$ cat src/rtl/waveform_pkg.sv
// Shared constants and types for the waveform generator: select codes,
// triangle direction and reset/midscale values.
package waveform_pkg;

    localparam logic [2:0] WAVE_SAW   = 3'd0;
    localparam logic [2:0] WAVE_RSAW  = 3'd1;
    localparam logic [2:0] WAVE_TRI   = 3'd2;
    localparam logic [2:0] WAVE_SQR   = 3'd3;
    localparam logic [2:0] WAVE_PWM   = 3'd4;
    localparam logic [2:0] WAVE_STAIR = 3'd5;

    typedef enum logic {
        UP   = 1'b0,
        DOWN = 1'b1
    } tri_dir_t;

    localparam logic [7:0] DUTY_RST   = 8'h80;
    localparam logic [7:0] SAMPLE_MID = 8'h80;

endpackage

$ cat src/rtl/wave_tri_fsm.sv
// Triangle up/down counter: climbs 00..FF, then descends FF..00, so each
// extreme appears exactly once per 2*(2^W-1) advances.
module wave_tri_fsm
    import waveform_pkg::*;
#(
    parameter int W = 8
) (
    input  logic         clk,
    input  logic         reset,
    input  logic         adv,
    output logic [W-1:0] tri_val
);

    localparam logic [W-1:0] TOP_TURN = {{(W-1){1'b1}}, 1'b0};
    localparam logic [W-1:0] BOT_TURN = W'(1);

    tri_dir_t     dir_q, dir_d;
    logic [W-1:0] val_q, val_d;

    // NOTE: asynchronous reset sits in the sensitivity list; state uses <= so
    // every register samples pre-edge values regardless of statement order.
    always_ff @(posedge clk or posedge reset) begin
        if (reset) begin
            val_q <= '0;
            dir_q <= UP;
        end else begin
            val_q <= val_d;
            dir_q <= dir_d;
        end
    end

    // NOTE: defaults first, so every path assigns every output and no latch forms.
    always_comb begin
        val_d = val_q;
        dir_d = dir_q;
        if (adv) begin
            case (dir_q)
                UP: begin
                    val_d = val_q + 1'b1;
                    if (val_q == TOP_TURN) dir_d = DOWN;
                end
                DOWN: begin
                    val_d = val_q - 1'b1;
                    if (val_q == BOT_TURN) dir_d = UP;
                end
                default: dir_d = UP;
            endcase
        end
    end

    assign tri_val = val_q;

endmodule

$ cat src/rtl/waveform_generator.sv
// Tick-driven waveform generator: stage 1 advances phase, triangle and duty
// latch; stage 2 registers the selected sample with a one-cycle valid strobe.
module waveform_generator
    import waveform_pkg::*;
#(
    parameter int W = 8
) (
    input  logic         clk,
    input  logic         reset,
    input  logic         tick,
    input  logic         en,
    input  logic [2:0]   wave_sel,
    input  logic [W-1:0] duty,
    output logic [W-1:0] sample,
    output logic         sample_vld
);

    logic         adv;
    logic [W-1:0] phase_q, phase_d;
    logic [W-1:0] duty_q, duty_d;
    logic         tick_dly_q, tick_dly_d;
    logic [W-1:0] sample_q, sample_d;
    logic         sample_vld_q, sample_vld_d;
    logic [W-1:0] tri_val;
    logic [W-1:0] wave_val;

    assign adv = tick & en;

    wave_tri_fsm #(.W(W)) u_tri (
        .clk     (clk),
        .reset   (reset),
        .adv     (adv),
        .tri_val (tri_val)
    );

    always_ff @(posedge clk or posedge reset) begin
        if (reset) begin
            phase_q      <= '0;
            duty_q       <= W'(DUTY_RST);
            tick_dly_q   <= 1'b0;
            sample_q     <= '0;
            sample_vld_q <= 1'b0;
        end else begin
            phase_q      <= phase_d;
            duty_q       <= duty_d;
            tick_dly_q   <= tick_dly_d;
            sample_q     <= sample_d;
            sample_vld_q <= sample_vld_d;
        end
    end

    // Duty is only picked up on the wrap edge so a PWM period is never split.
    always_comb begin
        phase_d    = phase_q;
        duty_d     = duty_q;
        tick_dly_d = adv;
        if (adv) begin
            phase_d = phase_q + 1'b1;
            if (phase_q == '1) duty_d = duty;
        end
    end

    always_comb begin
        wave_val = W'(SAMPLE_MID);
        case (wave_sel)
            WAVE_SAW:   wave_val = phase_q;
            WAVE_RSAW:  wave_val = ~phase_q;
            WAVE_TRI:   wave_val = tri_val;
            WAVE_SQR:   wave_val = phase_q[W-1] ? '0 : '1;
            WAVE_PWM:   wave_val = (phase_q < duty_q) ? '1 : '0;
            WAVE_STAIR: wave_val = {phase_q[W-1:W-3], {(W-3){1'b0}}};
            default:    wave_val = W'(SAMPLE_MID);
        endcase
    end

    // Stage 2 completes any sample already launched, even if en has dropped.
    always_comb begin
        sample_d     = sample_q;
        sample_vld_d = tick_dly_q;
        if (tick_dly_q) sample_d = wave_val;
    end

    assign sample     = sample_q;
    assign sample_vld = sample_vld_q;

endmodule

$ cat config.mk
export PLATFORM = sky130hd
export DESIGN_NAME = waveform_generator
export DESIGN_NICKNAME = d
export VERILOG_FILES = /design/src/rtl/waveform_pkg.sv /design/src/rtl/wave_tri_fsm.sv /design/src/rtl/waveform_generator.sv
export SDC_FILE = /design/constraint.sdc
export NUM_CORES = 1
export LEC_CHECK = 0
export ABC_AREA = 1
export CORE_UTILIZATION = 49
export DETAILED_ROUTE_END_ITERATION = 8
export PLACE_DENSITY = 0.74
export SLEW_MARGIN = 20
export SYNTH_ARGS = -nofsm -noshare
export SYNTH_HDL_FRONTEND = slang
export SYNTH_SLANG_ARGS = --single-unit
export TNS_END_PERCENT = 5
$ cat constraint.sdc
create_clock -name clk -period 1.4 [get_ports clk]
set_input_delay 0.28 -clock clk [delete_from_list [all_inputs] [get_ports clk]]
set_output_delay 0.28 -clock clk [all_outputs]
set_load 0.1 [all_outputs]
==> qor.yml <==
logic_synthesis:
  yosysMostFrequentCell: "nand2_1"
  yosysUniqueCellTypes: 28
  synth_ff_type: "dfrtp_1"
  ys_seq_area_frac: 0.413
  netlist.area_leader.share: 0.400
  synthTopCellsByArea: "dfrtp_1 (40%), nand2_1 (17%), ha_1 (7.1%)"
  syn-num-nets: 310
  yosysWarnings: 0
  synth_edf_count: 0
  synth.cell_area_sq_um: 2130
  ys_ff_latch: 35
  yosysTopAreaCell: "dfrtp_1"
  postSynthAreaPerCell_sq_um: 7.51
  synth_commonest_cells: "nand2_1 (94), dfrtp_1 (34), inv_1 (29)"
  async_reset_ff_frac: 1.00
  syn_inst: 283
placed_design:
  place_hpwl_mm: 3.39
  dpl-instance-area_sq_um: 2680
  place_ws_ps: -246
  portBuffers: 23
  place_congestion: 0.909
cts:
  path_clk_slew_ps: 70
  hold_buffers: 0
  clk_root_buffer_cell: "clkbuf_8"
  cts_tree: "done"
  h-tree-depth: 2
  cts.sinks: 35
  clk_latency_ps: 290
  cts_buffers: 5
  clockBufferDepth: 2
timing:
  fin_crit_ps: 1540
  finalMaxSlewViolations: 0
  rsz0062_at_grt: "yes"
  relSlewSlack: 0.762
  finalSetupViolCount: 8
  fmax_mhz: 650
  worstMarginPinSlew_ps: 357
  period_share: 1.10
  fin_worst_skew_ps: 2.45
  fin_ws_ps: -139
  hold_violations: 0
routing:
  ant_nets: 0
  first_pass_iters: 4
  drt-total-wl_mm: 4.36
  drc: 0
  routedWlPerCell_um: 11.3
  drtIter0Drc: 120
  vias_per_cell: 4.93
  vias: 1892
floorplan:
  start_util: 0.520
  die-area_sq_um: 4610
  core_sq_um: 4090
  num_rows: 23
  ios: 24
  dieWidth_um: 67.9
  fp.dieH_um: 67.9
setup_path:
  start_kind: "flip-flop"
  crit_path_end_kind: "flip-flop"
  crit_required_ps: 1630
  path_max_fanout: 8
  path_class: "reg2reg"
  cp_data_arrival_time_ps: 1770
finish:
  area_growth_syn_to_layout_pct: 30.7
  fin_area_sq_um: 2780
  nets: 360
  drive_gt1_frac: 0.201
  antennaDiodeCount: 0
global_route:
  overflow: 0
  grt_max_degree: 19
  gr-usage-all-layers: 0.215
  grt_pass1_wl_mm: 7.36
  grt_antenna_before_repair: 0
  grt_pass1_vias: 1664
power_and_ir_drop:
  vdd_drop_max_mv: 1.01
  power.total_mw: 4.32
  p_leak_nw: 1.44
  powerDensity_nw_per_um2: 1560
status:
  outcome: "finished, violations left"
  failed_checks: "negative setup slack"
flow_run:
  maxCapViolations: 0
worst_hold_path:
  hold_path_class: "in2async"
[metrics by stage]
stage | util | instances | setup TNS (ps) | hold slack (ps)
global route | 0.680 | 384 | -2050 | 369
CTS | 0.677 | 384 | -1090 | 334
finish | 0.680 | 384 | -985 | 331
detailed placement | 0.656 | 376 | -4100 | 422
floorplan | - | 283 | -284 | 349
global placement | 0.656 | 376 | -3960 | 428
[cell usage in the layout, fill, tap and decap left out, drive strengths merged, types with 6 or more instances in the layout]
cell           Yosys  final
ha                12     12
xor2              11     11
buf                6     35
nand3             21     21
nor2              30     30
clkdlybuf4s50      0     14
nand2             97     97
o21ai             13     13
inv               36     36
a21oi              7      7
clkbuf             0      6
dfrtp             34     34
[cell type report]
class	count	area, sq um
Tap cell	50	62.6
Timing Repair Buffer	49	515
Multi-Input combinational cell	206	1100
Fill cell	348	1310
Clock buffer	6	72.6
Inverter	36	135
Sequential cell	35	877
Clock inverter	2	12.5
[critical path: stages (launching register included)]
cell,delay (ps)
dfstp_2,540
inv_2,40
ha_4,230
a21o_1,160
nor3_2,170
nand2_2,140
nand2_1,90
nand2_1,50
nand2_1,60
[path summary, 6_finish.rpt]
kind | start | end | slack [ps] | cells past startpoint
max in group asynchronous | reset | duty_q[7] | 820 | 3
max | duty_q[7] | sample[3] | -140 | 8
min | reset | duty_q[6] | 330 | 3
min reg2reg | sample_vld_d | sample_vld | 440 | 0
max reg2reg | duty_q[7] | sample[3] | -140 | 8
min in group clk | sample_vld_d | sample_vld | 440 | 0
[cell families after synthesis]
kind of cell,count (synthesis),synth area share
DFF,35,0.413
buffers and inverters,42,0.0800
xor gates and xnor gates,13,0.0536
adders and majority gates,12,0.0706
AOI/OAI and AO/OA,26,0.0677
and+or+nand+nor,155,0.315
[timing repair]
action / in CTS / in global routing
pin swaps: 3 / 0
hold endpoints to repair: 0 / 0
buffers inserted: 0 / 0
resized for setup: 0 / 3
endpoints found under the setup margin: 10 / 13
[registers in the layout (all words and copies together), names as in the netlist]
| register | cells |
|---|---|
| sample_vld | 1 |
| phase_q | 8 |
| u_tri.tri_val | 8 |
| sample_vld_d | 1 |
| u_tri.dir_q | 1 |
| duty_q | 8 |
| sample | 8 |
[routing by layer]
| layer | vias to the layer above | routed length (um) | track usage |
|---|---|---|---|
| li1 | 986 | - | - |
| met2 | 30 | 1910 | 0.318 |
| met3 | 7 | 161 | 0.0583 |
| met5 | - | 0 | 0 |
| met4 | 0 | 65 | 0.0729 |
| met1 | 869 | 2220 | 0.301 |
[report_power, final]
part           leakage, nW  total [mW]  internal (mW)  switching (mW)
Combinational        0.962        2.08          0.840            1.24
Clock               0.0412       0.721          0.348           0.374
Sequential           0.440        1.52           1.26           0.266
No activity file was read; power rests on OpenSTA's default activity.
